==> src/rtl/uart_pkg.sv <==
// Shared definitions for the UART transmit FIFO: launch FSM encoding and default byte width.
package uart_pkg;

  localparam int PAYLOAD_BITS_DEFAULT = 8;

  typedef enum logic [1:0] {
    IDLE   = 2'd0,
    LAUNCH = 2'd1,
    SETTLE = 2'd2
  } tx_state_t;

endpackage

==> src/rtl/uart_fifo_mem.sv <==
// FIFO storage: one synchronous write port and one asynchronous read port.
// Contents are deliberately never reset.
module uart_fifo_mem
  import uart_pkg::*;
#(
  parameter int WIDTH = PAYLOAD_BITS_DEFAULT,
  parameter int DEPTH = 4,
  parameter int AW    = $clog2(DEPTH)
) (
  input  logic             clk,
  input  logic             wr_en,
  input  logic [AW-1:0]    wr_addr,
  input  logic [WIDTH-1:0] wr_data,
  input  logic [AW-1:0]    rd_addr,
  output logic [WIDTH-1:0] rd_data
);

  logic [WIDTH-1:0] mem [DEPTH];

  always_ff @(posedge clk) begin
    if (wr_en) mem[wr_addr] <= wr_data;
  end

  assign rd_data = mem[rd_addr];

endmodule

==> src/rtl/uart_tx_fifo.sv <==
// Byte FIFO feeding a UART transmitter through a three-state launch FSM.
// Optional synchronous flush input when UART_TX_FIFO_FLUSH_EN is defined.
//
//   state  | meaning
//   IDLE   | wait for a queued byte and an idle transmitter
//   LAUNCH | tx_en high for one cycle, head byte popped at the end
//   SETTLE | one cycle covering the transmitter's registered busy latency
module uart_tx_fifo
  import uart_pkg::*;
#(
  parameter int PAYLOAD_BITS = PAYLOAD_BITS_DEFAULT,
  parameter int DEPTH        = 4
) (
  input  logic                    clk,
  input  logic                    reset,
`ifdef UART_TX_FIFO_FLUSH_EN
  input  logic                    flush,
`endif
  input  logic                    wr_en,
  input  logic [PAYLOAD_BITS-1:0] wr_data,
  output logic                    full,
  output logic                    empty,
  output logic [$clog2(DEPTH):0]  level,
  output logic                    overflow,
  output logic                    tx_en,
  output logic [PAYLOAD_BITS-1:0] tx_data,
  input  logic                    tx_busy
);

  localparam int AW = $clog2(DEPTH);
  localparam logic [AW:0] LVL_FULL = (AW+1)'(DEPTH);

  logic [AW-1:0] wr_ptr;
  logic [AW-1:0] rd_ptr;
  logic [AW:0]   level_q;
  tx_state_t     state;
  logic          push;
  logic          pop;
  logic          drop;

  assign empty = (level_q == '0);
  assign full  = (level_q == LVL_FULL);
  assign level = level_q;
  assign tx_en = (state == LAUNCH);

`ifdef UART_TX_FIFO_FLUSH_EN
  // A write coinciding with flush is discarded silently, not counted as overflow.
  assign push = wr_en && !full && !flush;
  assign drop = wr_en && full && !flush;
`else
  assign push = wr_en && !full;
  assign drop = wr_en && full;
`endif
  assign pop = (state == LAUNCH) && !empty;

  uart_fifo_mem #(
    .WIDTH (PAYLOAD_BITS),
    .DEPTH (DEPTH),
    .AW    (AW)
  ) u_mem (
    .clk     (clk),
    .wr_en   (push),
    .wr_addr (wr_ptr),
    .wr_data (wr_data),
    .rd_addr (rd_ptr),
    .rd_data (tx_data)
  );

  always_ff @(posedge clk or posedge reset) begin
    if (reset) begin
      wr_ptr   <= '0;
      rd_ptr   <= '0;
      level_q  <= '0;
      overflow <= 1'b0;
    end else begin
      if (drop) overflow <= 1'b1;
`ifdef UART_TX_FIFO_FLUSH_EN
      if (flush) begin
        wr_ptr  <= '0;
        rd_ptr  <= '0;
        level_q <= '0;
      end else
`endif
      begin
        if (push) wr_ptr <= wr_ptr + 1'b1;
        if (pop)  rd_ptr <= rd_ptr + 1'b1;
        case ({push, pop})
          2'b10:   level_q <= level_q + 1'b1;
          2'b01:   level_q <= level_q - 1'b1;
          default: level_q <= level_q;
        endcase
      end
    end
  end

  always_ff @(posedge clk or posedge reset) begin
    if (reset) begin
      state <= IDLE;
    end else begin
      case (state)
        IDLE:    if (!empty && !tx_busy) state <= LAUNCH;
        LAUNCH:  state <= SETTLE;
        SETTLE:  state <= IDLE;
        default: state <= IDLE;
      endcase
    end
  end

endmodule
==> config.mk <==
export PLATFORM = sky130hd
export DESIGN_NAME = uart_tx_fifo
export DESIGN_NICKNAME = d
export VERILOG_FILES = /design/src/rtl/uart_pkg.sv /design/src/rtl/uart_fifo_mem.sv /design/src/rtl/uart_tx_fifo.sv
export SDC_FILE = /design/constraint.sdc
export NUM_CORES = 1
export LEC_CHECK = 0
export BUFFER_PORTS_ARGS = -buffer_cell sky130_fd_sc_hd__buf_2
export CORE_UTILIZATION = 30
export CTS_BUF_LIST = sky130_fd_sc_hd__clkbuf_8 sky130_fd_sc_hd__clkbuf_16
export DETAILED_ROUTE_END_ITERATION = 6
export SYNTH_ARGS = -nofsm -noshare
export SYNTH_HDL_FRONTEND = slang
export SYNTH_HIERARCHICAL = 1
export SYNTH_SLANG_ARGS = --single-unit
==> constraint.sdc <==
create_clock -name clk -period 2.4 [get_ports clk]
set_input_delay 0.48 -clock clk [delete_from_list [all_inputs] [get_ports clk]]
set_output_delay 0.48 -clock clk [all_outputs]
set_load 0.01 [all_outputs]
==> results of run 1 <==
==> per-stage QoR <==
| step | util, % | power [W] | setup slack (ps) | hold slack (ps) | std cells |
|---|---|---|---|---|---|
| finish | 37.6 | 0.00237 | 209 | 157 | 187 |
| global route | 37.6 | 0.00251 | 75.0 | 185 | 187 |
| CTS | 37.6 | 0.00241 | 130 | 162 | 187 |
| detailed placement | 35.9 | 0.00196 | 356 | 433 | 179 |
| global placement | 35.9 | 0.00194 | 456 | 427 | 179 |
| floorplan | - | 0.00169 | 363 | 320 | 83 |
==> layout by cell type, fill, tap and decap left out, types with 2 or more instances in the layout <==
master and count:
clkbuf_8 5, mux4_2 8, buf_4 2, nor2_1 2, edfxtp_1 32, xnor2_1 2
and3b_1 3, inv_1 4, xor2_1 5, buf_2 26, dfrtp_1 10, nor2b_1 2
==> Yosys cell counts (2+ instances only) <==
cell	instances
edfxtp_1	32
dfrtp_1	10
mux4_2	8
xor2_1	5
inv_1	4
and3b_1	3
nor2_1	2
nor2b_1	2
xnor2_1	2
==> cell type report <==
class | instances | area (µm²) | area share [%]
Inverter | 5 | 18.8 | 0.958
Multi-Input combinational cell | 34 | 407 | 20.8
Sequential cell | 42 | 1210 | 61.8
Clock buffer | 5 | 68.8 | 3.51
Tap cell | 70 | 87.6 | 4.47
Timing Repair Buffer | 28 | 145 | 7.41
Clock inverter | 3 | 21.3 | 1.09
==> sequential cells by signal (all words and copies together), names as in the netlist <==
name	cells
level	3
state	2
wr_ptr	2
overflow	1
rd_ptr	2
u_mem/mem	32
==> logic make-up after synthesis <==
kind of cell             count (synthesis)  synth area share [%]
flip-flops                              42                  73.3
AND/OR/NAND/NOR                         15                  6.97
multiplexers                             9                  11.5
XOR/XNOR                                 7                  3.71
buffers and inverters                    7                  2.12
adder cells (fa/ha/maj)                  2                  1.97
AO/OA/AOI/OAI                            1                 0.454
==> power groups by stage <==
stage / combinational (W) / sequential [W] / clock [W]
after floorplan: 0.000578 / 0.00111 / 0
after global placement: 0.000760 / 0.00118 / 0
after CTS: 0.000778 / 0.00118 / 0.000455
final: 0.000763 / 0.00117 / 0.000437
after detailed placement: 0.000771 / 0.00119 / 0
after global routing: 0.000829 / 0.00120 / 0.000479
==> metal layers <==
layer / vias to the layer above / routed length, µm / part of all wire, %
met4: 0 / 35 / 1.4
met5: - / 0 / 0
met2: 33 / 1230 / 48
li1: 379 / - / -
met1: 402 / 1130 / 44
met3: 5 / 170 / 6.6
==> how the worst max path moves through the flow <==
stage                                from                   end  cells past startpoint  slack (ps)
floorplan            level[0]$_DFFE_PP0P_  level[2]$_DFFE_PP0P_                      8         360
CTS                 rd_ptr[0]$_DFFE_PP0P_            tx_data[3]                      2         130
finish              rd_ptr[0]$_DFFE_PP0P_            tx_data[3]                      2         210
global placement    rd_ptr[0]$_DFFE_PP0P_            tx_data[3]                      2         460
global route        rd_ptr[0]$_DFFE_PP0P_            tx_data[3]                      2          80
detailed placement   level[0]$_DFFE_PP0P_  level[2]$_DFFE_PP0P_                      8         360
==> results by group, run 1 <==
Global routing
  – Global-route wire length before repair: 4.16 mm
  – Overall routing resource usage: 9.74%
  – Grt ovf: 0
  – Vias in the first global route: 835
  – GRT met3 Usage: under 10%
  – Met2 Track Usage GR: 15.1%
  – Met1 Resource Use GR: roughly 12%
  – Initial antenna violation count: 0
  – Top Usage Layer GRT: met2
  – Pin count of the biggest net entering global routing: 15

Logic synthesis
  – Synth area leader: edfxtp_1
  – Mapped Area: around 1700 µm²
  – Syn Inst Count: 83
  – Unique cell type count in the Yosys netlist: 24
  – Post-Syn Nets: 97
  – Asr flop ratio synth: 23.8%
  – #FFs+latches synth: 42
  – Sequential share of the synthesized area: between 70% and 80%
  – Main flop type after synthesis: edfxtp_1
  – Post-synth EDFFs: 32
  – Top cell type's share of synthesized area: 58.1%
  – Syn. warnings: 6
  – Mean post-synth cell area: between 15 and 20 µm²
  – Synth area leaders: edfxtp_1 (58%), dfrtp_1 (15%), mux4_2 (11%), xor2_1 (2.6%), and3b_1 (1.6%)

STA
  – Setup violations, final: 0
  – Final worst-path cycle share: around nine tenths
  – Max-slew headroom: about 63%
  – Setup TNS: 0 ps
  – Maximum clock frequency: roughly 460 MHz
  – Worst slew pin tran: ~550 ps
  – Clk_skew: ~3.7 ps
  – Pins Over Slew Limit: 0
  – Final Hold Fails: 0
  – Period minus WS final: ~2200 ps
  – RSZ-0062 raised after global routing: no

Die
  – Die Ht: about 76 µm
  – Full die area: 5810 µm²
  – Row count: 26
  – Core ar.: between 5000 and 6000 µm²
  – Die W: 76.2 µm
  – Initial Util: between 30% and 40%
  – Io pins: 27

Pwr
  – Seq pwr share: roughly half
  – Clock share of power: 18.5%
  – VDD IR max: roughly 560 µV
  – Power Density: ~1200 nW/µm²
  – Net Sw Frac: between 30% and 40%
  – Leak Pwr: 0.752 nW
  – Net Sw Power: around 0.00076 W
  – Int Pwr: around 0.0016 W
  – Comb power frac: between 30% and 40%

Worst setup path
  – Critical path peak fanout: 9
  – Nature of the critical path startpoint: flop
  – Critical R2R Capture: level[2]$_DFFE_PP0P_
  – Launching point of the worst reg2reg path: level[0]$_DFFE_PP0P_
  – R2R cell count: 8
  – CP endpoint kind: primary output
  – CP Cell Sequence: mux4_2 -> buf_2
  – WP data arrival: around 1700 ps
  – Critical-path top delay cell: dfrtp_1
  – Worst path max stage delay: 690 ps
  – Critical Path RT: 1920 ps
  – CP Buf/Inv Count: 1
  – Crit Path Class: flop to primary output
  – CP delay by family, top: flip-flops
  – R2R setup slack: 350 ps

Drt
  – First drt pass iteration count: 4
  – Post-route ant nets: 0
  – Via count: between 800 and 900
  – Final wirelength: 2.57 mm
  – DR iter-0 viols: 23
  – DR WL/cell: 13.7 µm
  – DRC: 0
  – Vias per std cell: about 4.4

Clock network
  – Clock sinks: 42
  – CTS clk-pin slew, worst paths: roughly 80 ps
  – Clk root buf: clkbuf_8
  – Post-CTS resize count: 0
  – CTS Buffer Depth: 2
  – Post-CTS setup buffers: 0
  – Total clock buffers created by CTS: 5
  – # H-tree levels: 2
  – Worst-Skew Late Latency: between 200 and 300 ps
  – CTS Hold Bufs: 0
  – CTS tree: yes

Flow run
  – Max-cap violations: 0

Final layout
  – Fillers: roughly 500
  – Post-route cell area: ~2000 µm²
  – ANT cells: 0
  – Layout cell share with drive strength beyond 1: a little over two fifths
  – Nets@finish: 130
  – Area Overhead vs Synth: 18.5%

Placement
  – Post-DP HPWL: 1.79 mm
  – Placed cell areas: 1870 µm²
  – IO Port Bufs: 26
  – Routability Congestion: around 0.8

Outcome
  – Run status: complete, no violations

Worst hold path
  – Min-delay worst type: primary input to asynchronous set/reset pin
Note: power is estimated with default switching activity, not from simulation.
==> inputs of run 2 (changes only) <==
--- a/config.mk
+++ b/config.mk
@@ -6,9 +6,10 @@
 export NUM_CORES = 1
 export LEC_CHECK = 0
 export BUFFER_PORTS_ARGS = -buffer_cell sky130_fd_sc_hd__buf_2
-export CORE_UTILIZATION = 30
+export CORE_UTILIZATION = 50
 export CTS_BUF_LIST = sky130_fd_sc_hd__clkbuf_8 sky130_fd_sc_hd__clkbuf_16
 export DETAILED_ROUTE_END_ITERATION = 6
+export PLACE_DENSITY = 0.72
 export SYNTH_ARGS = -nofsm -noshare
 export SYNTH_HDL_FRONTEND = slang
 export SYNTH_HIERARCHICAL = 1
==> results by group, run 2 (synthesis gave the netlist of run 1 again) <==
Outcome
  – Run status: complete, no violations

STA
  – Setup violations, final: 0
  – Final worst-path cycle share: between 80% and 90%
  – Final worst slack: roughly 360 ps
  – Period minus WS final: roughly 2000 ps
  – Maximum clock frequency: 490 MHz
  – RSZ-0062 raised after global routing: no
  – Final Hold Fails: 0
  – Pins Over Slew Limit: 0
  – Worst Hold Slack: roughly 170 ps
  – Setup TNS: 0 ps
  – Clk_skew: 7.53 ps
  – Worst slew pin tran: 449 ps
  – Max-slew headroom: between 70 and 80%

Worst setup path
  – Nature of the critical path startpoint: flop
  – Critical R2R Capture: level[2]$_DFFE_PP0P_
  – Critical Path Start: level[0]$_DFFE_PP0P_
  – Critical path peak fanout: 5
  – WP data arrival: approximately 2300 ps
  – CP endpoint kind: flop
  – Launching point of the worst reg2reg path: level[0]$_DFFE_PP0P_
  – Crit Path Class: flop to flop
  – R2R cell count: 8
  – R2R setup slack: about 360 ps
  – Critical Path RT: around 2600 ps

Global routing
  – Vias in the first global route: between 800 and 900
  – Initial antenna violation count: 0
  – Overall routing resource usage: 16.8%
  – Pin count of the biggest net entering global routing: 13
  – Global-route wire length before repair: 4.02 mm
  – Grt ovf: 0

Clock network
  – CTS clk-pin slew, worst paths: 70 ps
  – # H-tree levels: 2
  – CTS Hold Bufs: 0
  – CTS tree: yes
  – Clock sinks: 42
  – Post-CTS setup buffers: 0
  – CTS Buffer Depth: 2
  – Post-CTS resize count: 0
  – Clk root buf: clkbuf_8
  – Worst-Skew Late Latency: around 280 ps
  – Total clock buffers created by CTS: 5

Drt
  – Final wirelength: ~2.6 mm
  – DR WL/cell: 15.8 µm
  – DRC: 0
  – First drt pass iteration count: 3
  – Vias per std cell: between 5 and 6
  – Post-route ant nets: 0
  – DR iter-0 viols: 19
  – Via count: around 830

Final layout
  – Commonest non-fill, non-tap cells in the layout: edfxtp_1 (32), buf_2 (26), dfrtp_1 (10), mux4_2 (8), inv_1 (6)
  – Non-Filler Instances: approximately 160
  – Commonest non-fill, non-tap cell in the layout: edfxtp_1
  – Area Overhead vs Synth: 18.0%
  – ANT cells: 0
  – Multi-input gate area: 407 µm²
  – Layout cell share with drive strength beyond 1: ~41%
  – Nets@finish: 131
  – Number of flip-flops in the largest register: 32
  – Top reg by flops: u_mem/mem
  – Area occupied by registers: approximately 1200 µm²
  – Fillers: about 250

Worst hold path
  – Min-delay worst type: primary input to asynchronous set/reset pin

Placement
  – # placed instances: 154
  – Routability Congestion: 0.668
  – Pre-CTS setup slack: between 300 and 400 ps
  – Post-DP HPWL: 1.81 mm
  – IO Port Bufs: 26

Die
  – Full die area: 3540 µm²
  – Initial Util: between 50% and 60%
  – Io pins: 27
  – Row count: 20
  – Core ar.: 3100 µm²
  – Die W: between 50 and 60 µm
  – Die Ht: 59.5 µm

Pwr
  – Net Sw Power: roughly 0.00075 W
  – VDD IR max: 753 µV
  – Leak Pwr: 0.774 nW
  – Tot Pwr: 0.00246 W
  – Power Density: 1260 nW/µm²
  – Int Pwr: roughly 0.0017 W
  – Net Sw Frac: approximately 30%
  – Comb power frac: between 30 and 40%
  – Clock share of power: roughly a fifth
  – Seq pwr share: 45.9%

Flow run
  – Max-cap violations: 0
==> run 2: cell count changes in the layout (fill, tap and decap cells not counted), sizes merged <==
cell / before / now
buf: 28 / 29
bufinv: 0 / 1
clkinvlp: 1 / 0
inv: 5 / 7
clkinv: 2 / 0
==> run 2: power by group through the flow <==
stage	sequential (W)	clock, W	combinational [W]
global route	0.00116	0.000556	0.000897
floorplan	0.00111	0	0.000578
detailed placement	0.00115	0	0.000834
CTS	0.00113	0.000528	0.000837
finish	0.00113	0.000514	0.000816
global placement	0.00113	0	0.000815
==> run 2: area by class of cell <==
| class | instances | share of cell area [%] |
|---|---|---|
| multi-input cells | 34 | 20.8 |
| inverters | 5 | 0.962 |
| flip-flops and latches | 42 | 62.1 |
| well taps | 44 | 2.82 |
| repair buffers | 29 | 7.83 |
| clock buffers | 5 | 3.53 |
| clock inverters | 3 | 1.92 |
==> run 2: worst max-delay path, stage by stage, from the launching register on <==
cell      delay (ps)
dfrtp_1          440
nor3b_2          280
nand2b_4         200
ha_1             180
inv_1             60
fa_1             370
xor2_1           160
nor2_1           120
xor2_1           150
==> run 2: stage by stage <==
stage                     instance area, µm²  utilization [%]
after floorplan                         1650                -
after detailed placement                1840             59.4
after CTS                               1950             62.9
after global placement                  1840             59.4
after global routing                    1950             62.9
final                                   1950             62.9
==> run 2: how the worst max path moves through the flow <==
stage	end
floorplan	level[2]$_DFFE_PP0P_
global placement	level[2]$_DFFE_PP0P_
detailed placement	level[2]$_DFFE_PP0P_
CTS	level[2]$_DFFE_PP0P_
global route	level[2]$_DFFE_PP0P_
finish	level[2]$_DFFE_PP0P_
==> run 2: per-layer routing <==
layer | wire length, µm | track usage [%]
met5 | 0 | 0
met4 | 8 | 4.98
met3 | 126 | 6.55
met2 | 1360 | 29.1
met1 | 1060 | 19.3
